--- src/rtl/frame_peak_tracker_pkg.sv ---
// Shared constants for the frame peak tracker: FSM state codes and default sizing.
package frame_peak_tracker_pkg;

  localparam logic [0:0] IDLE  = 1'b0;
  localparam logic [0:0] ACCUM = 1'b1;

  localparam int DEFAULT_WIDTH     = 4;
  localparam int DEFAULT_FRAME_LEN = 8;

endpackage

--- src/rtl/frame_peak_tracker_max_cmp.sv ---
// Two-input unsigned maximum; gt flags that b strictly beats a, so ties favour a.
module max_cmp
  import frame_peak_tracker_pkg::*;
#(
  parameter int WIDTH = DEFAULT_WIDTH
) (
  input  logic [WIDTH-1:0] a,
  input  logic [WIDTH-1:0] b,
  output logic [WIDTH-1:0] y,
  output logic             gt
);

  assign gt = (b > a);
  assign y  = gt ? b : a;

endmodule

--- src/rtl/frame_peak_tracker.sv ---
// Tracks the running peak of an unsigned sample stream over fixed-length frames and
// reports each frame's peak value with the index of its first occurrence.
module frame_peak_tracker
  import frame_peak_tracker_pkg::*;
#(
  parameter  int WIDTH     = DEFAULT_WIDTH,
  parameter  int FRAME_LEN = DEFAULT_FRAME_LEN,
  localparam int IDX_W     = $clog2(FRAME_LEN)
) (
  input  logic             clk,
  input  logic             rst,
  input  logic             in_valid,
  input  logic [WIDTH-1:0] in_data,
  input  logic             clear,
  output logic             busy,
  output logic             out_valid,
  output logic [WIDTH-1:0] out_max,
  output logic [IDX_W-1:0] out_idx
);

  localparam logic [IDX_W-1:0] LAST_IDX = IDX_W'(FRAME_LEN - 1);

  logic [0:0]       state_reg, state_next;
  logic [IDX_W-1:0] count_reg, count_next;
  logic [WIDTH-1:0] run_max_reg, run_max_next;
  logic [IDX_W-1:0] run_idx_reg, run_idx_next;
  logic             out_valid_reg, out_valid_next;
  logic [WIDTH-1:0] out_max_reg, out_max_next;
  logic [IDX_W-1:0] out_idx_reg, out_idx_next;

  logic [WIDTH-1:0] cmp_y;
  logic             cmp_gt;

  max_cmp #(.WIDTH(WIDTH)) u_max_cmp (
    .a  (run_max_reg),
    .b  (in_data),
    .y  (cmp_y),
    .gt (cmp_gt)
  );

  always_comb begin
    state_next     = state_reg;
    count_next     = count_reg;
    run_max_next   = run_max_reg;
    run_idx_next   = run_idx_reg;
    out_valid_next = 1'b0;
    out_max_next   = out_max_reg;
    out_idx_next   = out_idx_reg;

    // clear outranks a coincident sample, which is simply dropped
    if (clear) begin
      state_next = IDLE;
      count_next = '0;
    end else if (in_valid) begin
      if (state_reg == IDLE) begin
        run_max_next = in_data;
        run_idx_next = '0;
        count_next   = IDX_W'(1);
        state_next   = ACCUM;
      end else if (count_reg == LAST_IDX) begin
        out_max_next   = cmp_y;
        out_idx_next   = cmp_gt ? count_reg : run_idx_reg;
        out_valid_next = 1'b1;
        count_next     = '0;
        state_next     = IDLE;
      end else begin
        if (cmp_gt) begin
          run_max_next = cmp_y;
          run_idx_next = count_reg;
        end
        count_next = count_reg + 1'b1;
      end
    end
  end

  always_ff @(posedge clk) begin
    if (rst) begin
      state_reg     <= IDLE;
      count_reg     <= '0;
      run_max_reg   <= '0;
      run_idx_reg   <= '0;
      out_valid_reg <= 1'b0;
      out_max_reg   <= '0;
      out_idx_reg   <= '0;
    end else begin
      state_reg     <= state_next;
      count_reg     <= count_next;
      run_max_reg   <= run_max_next;
      run_idx_reg   <= run_idx_next;
      out_valid_reg <= out_valid_next;
      out_max_reg   <= out_max_next;
      out_idx_reg   <= out_idx_next;
    end
  end

  assign busy      = (state_reg == ACCUM);
  assign out_valid = out_valid_reg;
  assign out_max   = out_max_reg;
  assign out_idx   = out_idx_reg;

endmodule

--- config.mk ---
export PLATFORM = sky130hd
export DESIGN_NAME = frame_peak_tracker
export DESIGN_NICKNAME = d
export VERILOG_FILES = /design/src/rtl/frame_peak_tracker_pkg.sv /design/src/rtl/frame_peak_tracker_max_cmp.sv /design/src/rtl/frame_peak_tracker.sv
export SDC_FILE = /design/constraint.sdc
export NUM_CORES = 1
export LEC_CHECK = 0
export BUFFER_PORTS_ARGS = -buffer_cell sky130_fd_sc_hd__buf_2
export CAP_MARGIN = 20
export CORE_AREA = 5 5 58 60
export CTS_CLUSTER_DIAMETER = 80
export DETAILED_ROUTE_END_ITERATION = 12
export DIE_AREA = 0 0 63 65
export PLACE_DENSITY = 0.57
export SYNTH_ARGS = -nofsm -noshare
export SYNTH_HDL_FRONTEND = slang
export SYNTH_SLANG_ARGS = --single-unit
--- constraint.sdc ---
create_clock -name clk -period 1.6 [get_ports clk]
set_input_delay 0.08 -clock clk [delete_from_list [all_inputs] [get_ports clk]]
set_output_delay 0.08 -clock clk [all_outputs]
set_load 0.005 [all_outputs]
==> results.txt, run 1 <==
Hold wc startpoint = in_data[0]
RSZ-0062 raised after global routing = yes
Final wirelength = 1918 µm
Synth area leader = dfxtp_1
First drt pass iteration count = 4
Initial drt markers = 13
Antenna diodes = 0
Total of max-cap violations = 0
Critical Path AT = 1940 ps
Met2 usage = 0.1692
DP HPWL = 1423 µm
Failing checks = negative setup slack
Post-synth ARST share = 0
Drt wl/cell = 12.29 µm
CP Capture Type = register
Vias per cell = 4.808
Worst path required time = 1830 ps
Synth Net Count = 110
Ratio of cells with drive above 1 in the final layout = 0.4472
Syn. warnings = 0
First-pass GRT wire length = 3346 µm
Nets@finish = 138
Clock tree buffer depth = 2
Largest net degree at the start of global routing = 19
Die ar. = 4095 µm²
Initial Util = 0.3313
Placed inst area = 1117 µm²
Fillers = 277
Final setup viols = 10
Top-count cell post-synth = dfxtp_1
Tcrit/Tclk final = 1.067
Rows = 20
FF+latch area = 387.9 µm²
Port buffer count = 16
Commonest cells post-synth = 19 x dfxtp_1, 11 x mux2i_1, 11 x nor2_1
Gr busiest metal = met2
DR DRC count = 0
Worst Hold Path Cells = 3
Cell count after synthesis = 96
Htree depth = 1
Vias = 750
Synth area leaders = dfxtp_1 40%, mux2i_1 12%, ha_1 7.9%
Cell variety after synth = 30
Initial antenna violation count = 0
Slew HR = 0.7390
Total gr overflow = 0
Fin cells = 156
Multi-input combinational cell area = 595.6 µm²
Synth Flop Type = dfxtp_1
Min Tclk post-route = 1707 ps
Worst setup margin = -106.6 ps
Area share of the largest cell type after synthesis = 0.3990
P&R area growth vs syn = 33.20%
Startpoint Class = register
Met1 Usage GRT = 0.1243
Number of global-route vias before repair = 748
Slew @ Worst Pin = 391.5 ps
Worst Skew = 1.240 ps
Cell area after layout = 1270 µm²
CTS Buf Count = 3
Worst R2R Setup Slack = -110 ps
Core Area = 2878 µm²
Clk root buf = clkbuf_4
Clock network latency to the later pin of the worst-skew pair = 300 ps
Die Y = 65 µm
Worst R2R Start = run_max_reg[3]$_SDFFE_PP0P_
Gp weighted congestion = 0.7093
GR Util All Layers = 0.1002
Sequential share of the synthesized area = 0.3990
Clk slew on worst S/H paths = 110 ps
Hold Vio Cnt, Final = 0
EDFF count, synth = 0
Post-DRT Antenna Nets = 0
Pins over their slew limit = 0
Grt met3 use = 0.01906
Status = complete, but fails checks
CTS tree = yes
Synthesized area = 953.4 µm²
R2R depth = 9
Critical path type = register to register
Hold Path Class = primary input to register
Reg2reg end = out_idx[1]$_SDFFE_PP0P_
Leakage Power = 0.0005241 µW
Top Ports = 17
Max IR drop VDD = 0.0004955 V
Clk sinks = 19
Crit Path Max Fanout = 4
Avg Cell Area, Syn = 9.931 µm²
PD cells = 772.9 nW/µm²
Fmax = 585.9 MHz
Cells after DPL = 148
WHS Endpoint = run_max_reg[0]$_SDFFE_PP0P_
Seq cells post-synth = 19
Die Span X = 63 µm
layer usage:
layer  wire (µm)  up-vias
met5           0        -
met4          40        0
met3          45        4
met2         914        9
met1         918      340
li1            -      397
cell usage in the layout (no fill, tap or decap), types with 2 or more instances in the layout:
| cell | count |
|---|---|
| dfxtp_2 | 6 |
| nor2_1 | 11 |
| inv_2 | 3 |
| buf_6 | 2 |
| ha_4 | 6 |
| dfxtp_1 | 13 |
| a22o_1 | 3 |
| a211oi_1 | 7 |
| nor2b_1 | 3 |
| inv_1 | 3 |
| o21ai_0 | 2 |
| nor3_1 | 4 |
| buf_2 | 16 |
| buf_4 | 11 |
| mux2i_1 | 10 |
| a31oi_1 | 2 |
| clkbuf_4 | 3 |
per-stage QoR:
step | setup TNS, ps | power [µW] | utilization | hold slack, ps | worst slack, ps
3_3_place_gp | -946.8 | 687.3 | 0.3883 | 312.2 | -120.2
5_1_grt | -1699 | 1030 | 0.4413 | 94.34 | -183.0
6_report | -544.6 | 981.5 | 0.4413 | 66.38 | -106.6
2_1_floorplan | -270.1 | 638.6 | - | 158.5 | -43.17
3_5_place_dp | -1317 | 690.8 | 0.3883 | 320.2 | -153.5
4_1_cts | -714.2 | 973.9 | 0.4335 | 65.02 | -138.8
report_power, final:
group	switching, µW	leakage, µW	total (µW)	internal [µW]
Sequential	11.3	0.000156	497	486
Clock	161	0.0000177	254	93.3
Combinational	104	0.000350	231	126
Total	276	0.000524	982	705
logic make-up after synthesis:
kind of cell	synth area share
multiplexers	0.1155
adder cells (fa/ha/maj)	0.07874
AO/OA/AOI/OAI	0.1614
AND/OR/NAND/NOR	0.1772
buffers and inverters	0.06823
flip-flops	0.3989
repair_timing:
| action | CTS | global route |
|---|---|---|
| buffers inserted | 2 | 1 |
| gates resized for setup | 16 | 3 |
| endpoints found under the hold margin | 4 | 0 |
| endpoints found under the setup margin | 14 | 14 |
| pin swaps | 11 | 3 |
| hold buffers | 1 | 0 |
critical path: stages (launching register included):
cell	delay [ps]
dfxtp_2	360
inv_2	40
ha_4	260
o21a_1	150
o31ai_4	80
a21bo_1	200
buf_6	140
buf_4	130
mux2i_1	100
a211oi_1	180
worst max path at each step:
stage,startpoint,to,slack [ps],cells past startpoint
after floorplan,count_reg[0]$_SDFFE_PP0P_,run_idx_reg[0]$_SDFFE_PP0P_,-40,6
after global placement,run_max_reg[1]$_SDFFE_PP0P_,out_max[1]$_SDFFE_PP0P_,-120,8
after detailed placement,run_max_reg[3]$_SDFFE_PP0P_,run_idx_reg[1]$_SDFFE_PP0P_,-150,8
after CTS,run_max_reg[2]$_SDFFE_PP0P_,run_idx_reg[2]$_SDFFE_PP0P_,-140,8
after global routing,run_max_reg[2]$_SDFFE_PP0P_,out_idx[1]$_SDFFE_PP0P_,-180,9
final,run_max_reg[3]$_SDFFE_PP0P_,out_idx[1]$_SDFFE_PP0P_,-110,9
layout make-up:
cell class,instances,area share
Clock buffer,3,0.01773
Clock inverter,1,0.003941
Inverter,6,0.01773
Multi-Input combinational cell,64,0.4690
Sequential cell,19,0.3054
Tap cell,33,0.03251
Timing Repair Buffer,30,0.1537
Note: power is estimated with default switching activity, not from simulation.
==> run 2, diff against run 1 <==
--- a/config.mk
+++ b/config.mk
@@ -5,7 +5,7 @@
 export SDC_FILE = /design/constraint.sdc
 export NUM_CORES = 1
 export LEC_CHECK = 0
-export BUFFER_PORTS_ARGS = -buffer_cell sky130_fd_sc_hd__buf_2
+export BUFFER_PORTS_ARGS = -buffer_cell sky130_fd_sc_hd__buf_4
 export CAP_MARGIN = 20
 export CORE_AREA = 5 5 58 60
 export CTS_CLUSTER_DIAMETER = 80
==> run 2 against run 1 <==
The run still ends with negative setup slack left. Die area stayed put. First-iteration DRC count is 54% higher. Register-to-register slack hardly changed. Maximum frequency hardly changed. Clock skew hardly changed. Largest cell class unchanged. Highest routed layer unchanged.
==> results.txt, run 2 (synthesized netlist as in run 1, its figures left out) <==
Status = complete, but fails checks
Failing checks = negative setup slack
CTS tree = yes
PD cells = 769.1 nW/µm² (-0.49%)
Worst setup margin = -107.5 ps (-0.8420 ps)
Nets@finish = 139 (+0.72%)
Drt wl/cell = 12.52 µm (+1.8%)
P&R area growth vs syn = 37.66%
Largest net degree at the start of global routing = 19 (unchanged)
R2R depth = 9 (unchanged)
Htree depth = 1 (unchanged)
Total gr overflow = 0 (unchanged)
Number of global-route vias before repair = 777 (+3.9%)
Slew HR = 0.7478 (+0.008800)
Cells after DPL = 148 (unchanged)
Die ar. = 4095 µm² (unchanged)
GR Util All Layers = 0.1027 (+0.002504)
Fmax = 585.7 MHz (about the same)
Worst setup path end = out_idx[2]$_SDFFE_PP0P_
Initial Util = 0.3313 (unchanged)
Worst setup startpoint = run_max_reg[2]$_SDFFE_PP0P_
Leakage Power = 0.0005388 µW (+2.8%)
Die Y = 65 µm (unchanged)
Most frequent cells in the layout = 27 x buf_4, 16 x dfxtp_1, 11 x nor2_1
RSZ-0062 raised after global routing = yes
Gp weighted congestion = 0.6919 (-2.5%)
Slew @ Worst Pin = 377.8 ps (-13.72 ps)
Clk slew on worst S/H paths = 110 ps (about the same)
Commonest non-fill, non-tap cell in the layout = buf_4
DR DRC count = 0 (unchanged)
Util after Layout = 0.4561 (+0.01478)
Post-DRT Antenna Nets = 0 (unchanged)
Max IR drop VDD = 0.0002850 V (-42%)
Vias per cell = 4.917 (+2.3%)
Initial antenna violation count = 0 (unchanged)
Die Span X = 63 µm (unchanged)
Critical Path AT = 1940 ps (about the same)
First-pass GRT wire length = 3429 µm (+2.5%)
Startpoint Class = register
Min Tclk post-route = 1707 ps (+0.8420 ps)
Final setup viols = 14 (+4)
Critical path type = register to register
Hold Path Class = primary input to register
Top Ports = 17 (unchanged)
Initial drt markers = 20 (+7)
DP HPWL = 1406 µm (-1.2%)
Tcrit/Tclk final = 1.067 (about the same)
Rows = 20 (unchanged)
Clock tree buffer depth = 2 (unchanged)
Antenna diodes = 0 (unchanged)
Core Area = 2878 µm² (unchanged)
Multi-input combinational cell area = 591.8 µm² (-0.63%)
Final wirelength = 1965 µm (+2.5%)
Clk root buf = clkbuf_4
Worst Skew = 0.7684 ps (-0.4714 ps)
Worst path required time = 1830 ps (about the same)
CP Capture Type = register
Crit Path Max Fanout = 4 (unchanged)
Worst R2R Setup Slack = -110 ps (about the same)
Power consumption = 1009 µW (+2.8%)
FF+latch area = 384.1 µm² (-0.97%)
Reg2reg end = out_idx[2]$_SDFFE_PP0P_
Clk sinks = 19 (unchanged)
Placed inst area = 1157 µm² (+3.6%)
Port buffer count = 16 (unchanged)
Hold Vio Cnt, Final = 0 (unchanged)
Fillers = 271 (-2.2%)
CTS Buf Count = 3 (unchanged)
Total of max-cap violations = 0 (unchanged)
WHS = 43.03 ps (-23.35 ps)
Clock network latency to the later pin of the worst-skew pair = 300 ps (about the same)
Pins over their slew limit = 0 (unchanged)
Cell area after layout = 1313 µm² (+3.3%)
Ratio of cells with drive above 1 in the final layout = 0.4355 (-0.01167)
Vias = 772 (+2.9%)
Fin cells = 157 (+0.64%)
Worst R2R Start = run_max_reg[2]$_SDFFE_PP0P_
First drt pass iteration count = 4 (unchanged)
-- run 2: cell types whose count changed in the layout (fill, tap and decap cells not counted), moves of 2 or more --
cell      previous run  this run
a211oi_1             7         4
a211oi_2             0         3
buf_2               16         0
buf_4               11        27
dfxtp_1             13        16
dfxtp_2              6         3
ha_1                 0         3
ha_4                 6         3
mux2i_1             10         8
mux2i_2              1         3
-- run 2: worst max-delay path, cell delays in order (launching register included) --
cell and delay, ps:
dfxtp_2 350, inv_2 50, ha_4 250, o21a_1 160, o31ai_4 80, a21bo_1 190
buf_6 130, buf_4 130, mux2i_1 110, a211oi_1 180
-- run 2: metrics by stage --
step,setup TNS (ps),setup WS (ps)
2_1_floorplan,-270.1,-43.17
3_3_place_gp,-802.5,-102.2
3_5_place_dp,-1217,-146.1
4_1_cts,-930.3,-128.2
5_1_grt,-2283,-198.4
6_report,-983.4,-107.5
-- run 2: metal layers --
| layer | wire length (µm) | track usage |
|---|---|---|
| met5 | 0 | 0 |
| met4 | 34 | 0.04775 |
| met3 | 57 | 0.01906 |
| met2 | 964 | 0.1654 |
| met1 | 908 | 0.1316 |
-- run 2: area by class of cell --
type	count	area share
timing repair buffer	31	0.1878
inverter	6	0.01716
multi-input combinational	64	0.4509
tap	33	0.03146
sequential	19	0.2927
clock buffer	4	0.02002
-- run 2: worst min-delay path by stage --
| stage | startpoint | endpoint | slack [ps] | cells past startpoint |
|---|---|---|---|---|
| 2_1_floorplan | clear | busy$_SDFFE_PP0P_ | 160 | 1 |
| 3_3_place_gp | clear | count_reg[0]$_SDFFE_PP0P_ | 290 | 2 |
| 3_5_place_dp | clear | busy$_SDFFE_PP0P_ | 290 | 2 |
| 4_1_cts | in_data[0] | run_max_reg[0]$_SDFFE_PP0P_ | 50 | 3 |
| 5_1_grt | in_data[3] | run_max_reg[3]$_SDFFE_PP0P_ | 60 | 3 |
| 6_report | in_data[0] | run_max_reg[0]$_SDFFE_PP0P_ | 40 | 3 |
-- run 2: what timing repair did --
action                                  4_1_cts  5_1_grt
gates resized for setup                       9        9
pin swaps                                    14        5
hold buffers                                  1        0
setup buffers                                 3        1
gates cloned                                  0        0
endpoints found under the hold margin         4        0
endpoints found under the setup margin       14       14
-- run 2: power by group --
part | internal, µW | switching (µW) | leakage, µW
logic | 147 | 115 | 0.000369
clock network | 97.2 | 155 | 0.0000150
registers | 485 | 10.3 | 0.000155
total | 729 | 280 | 0.000539
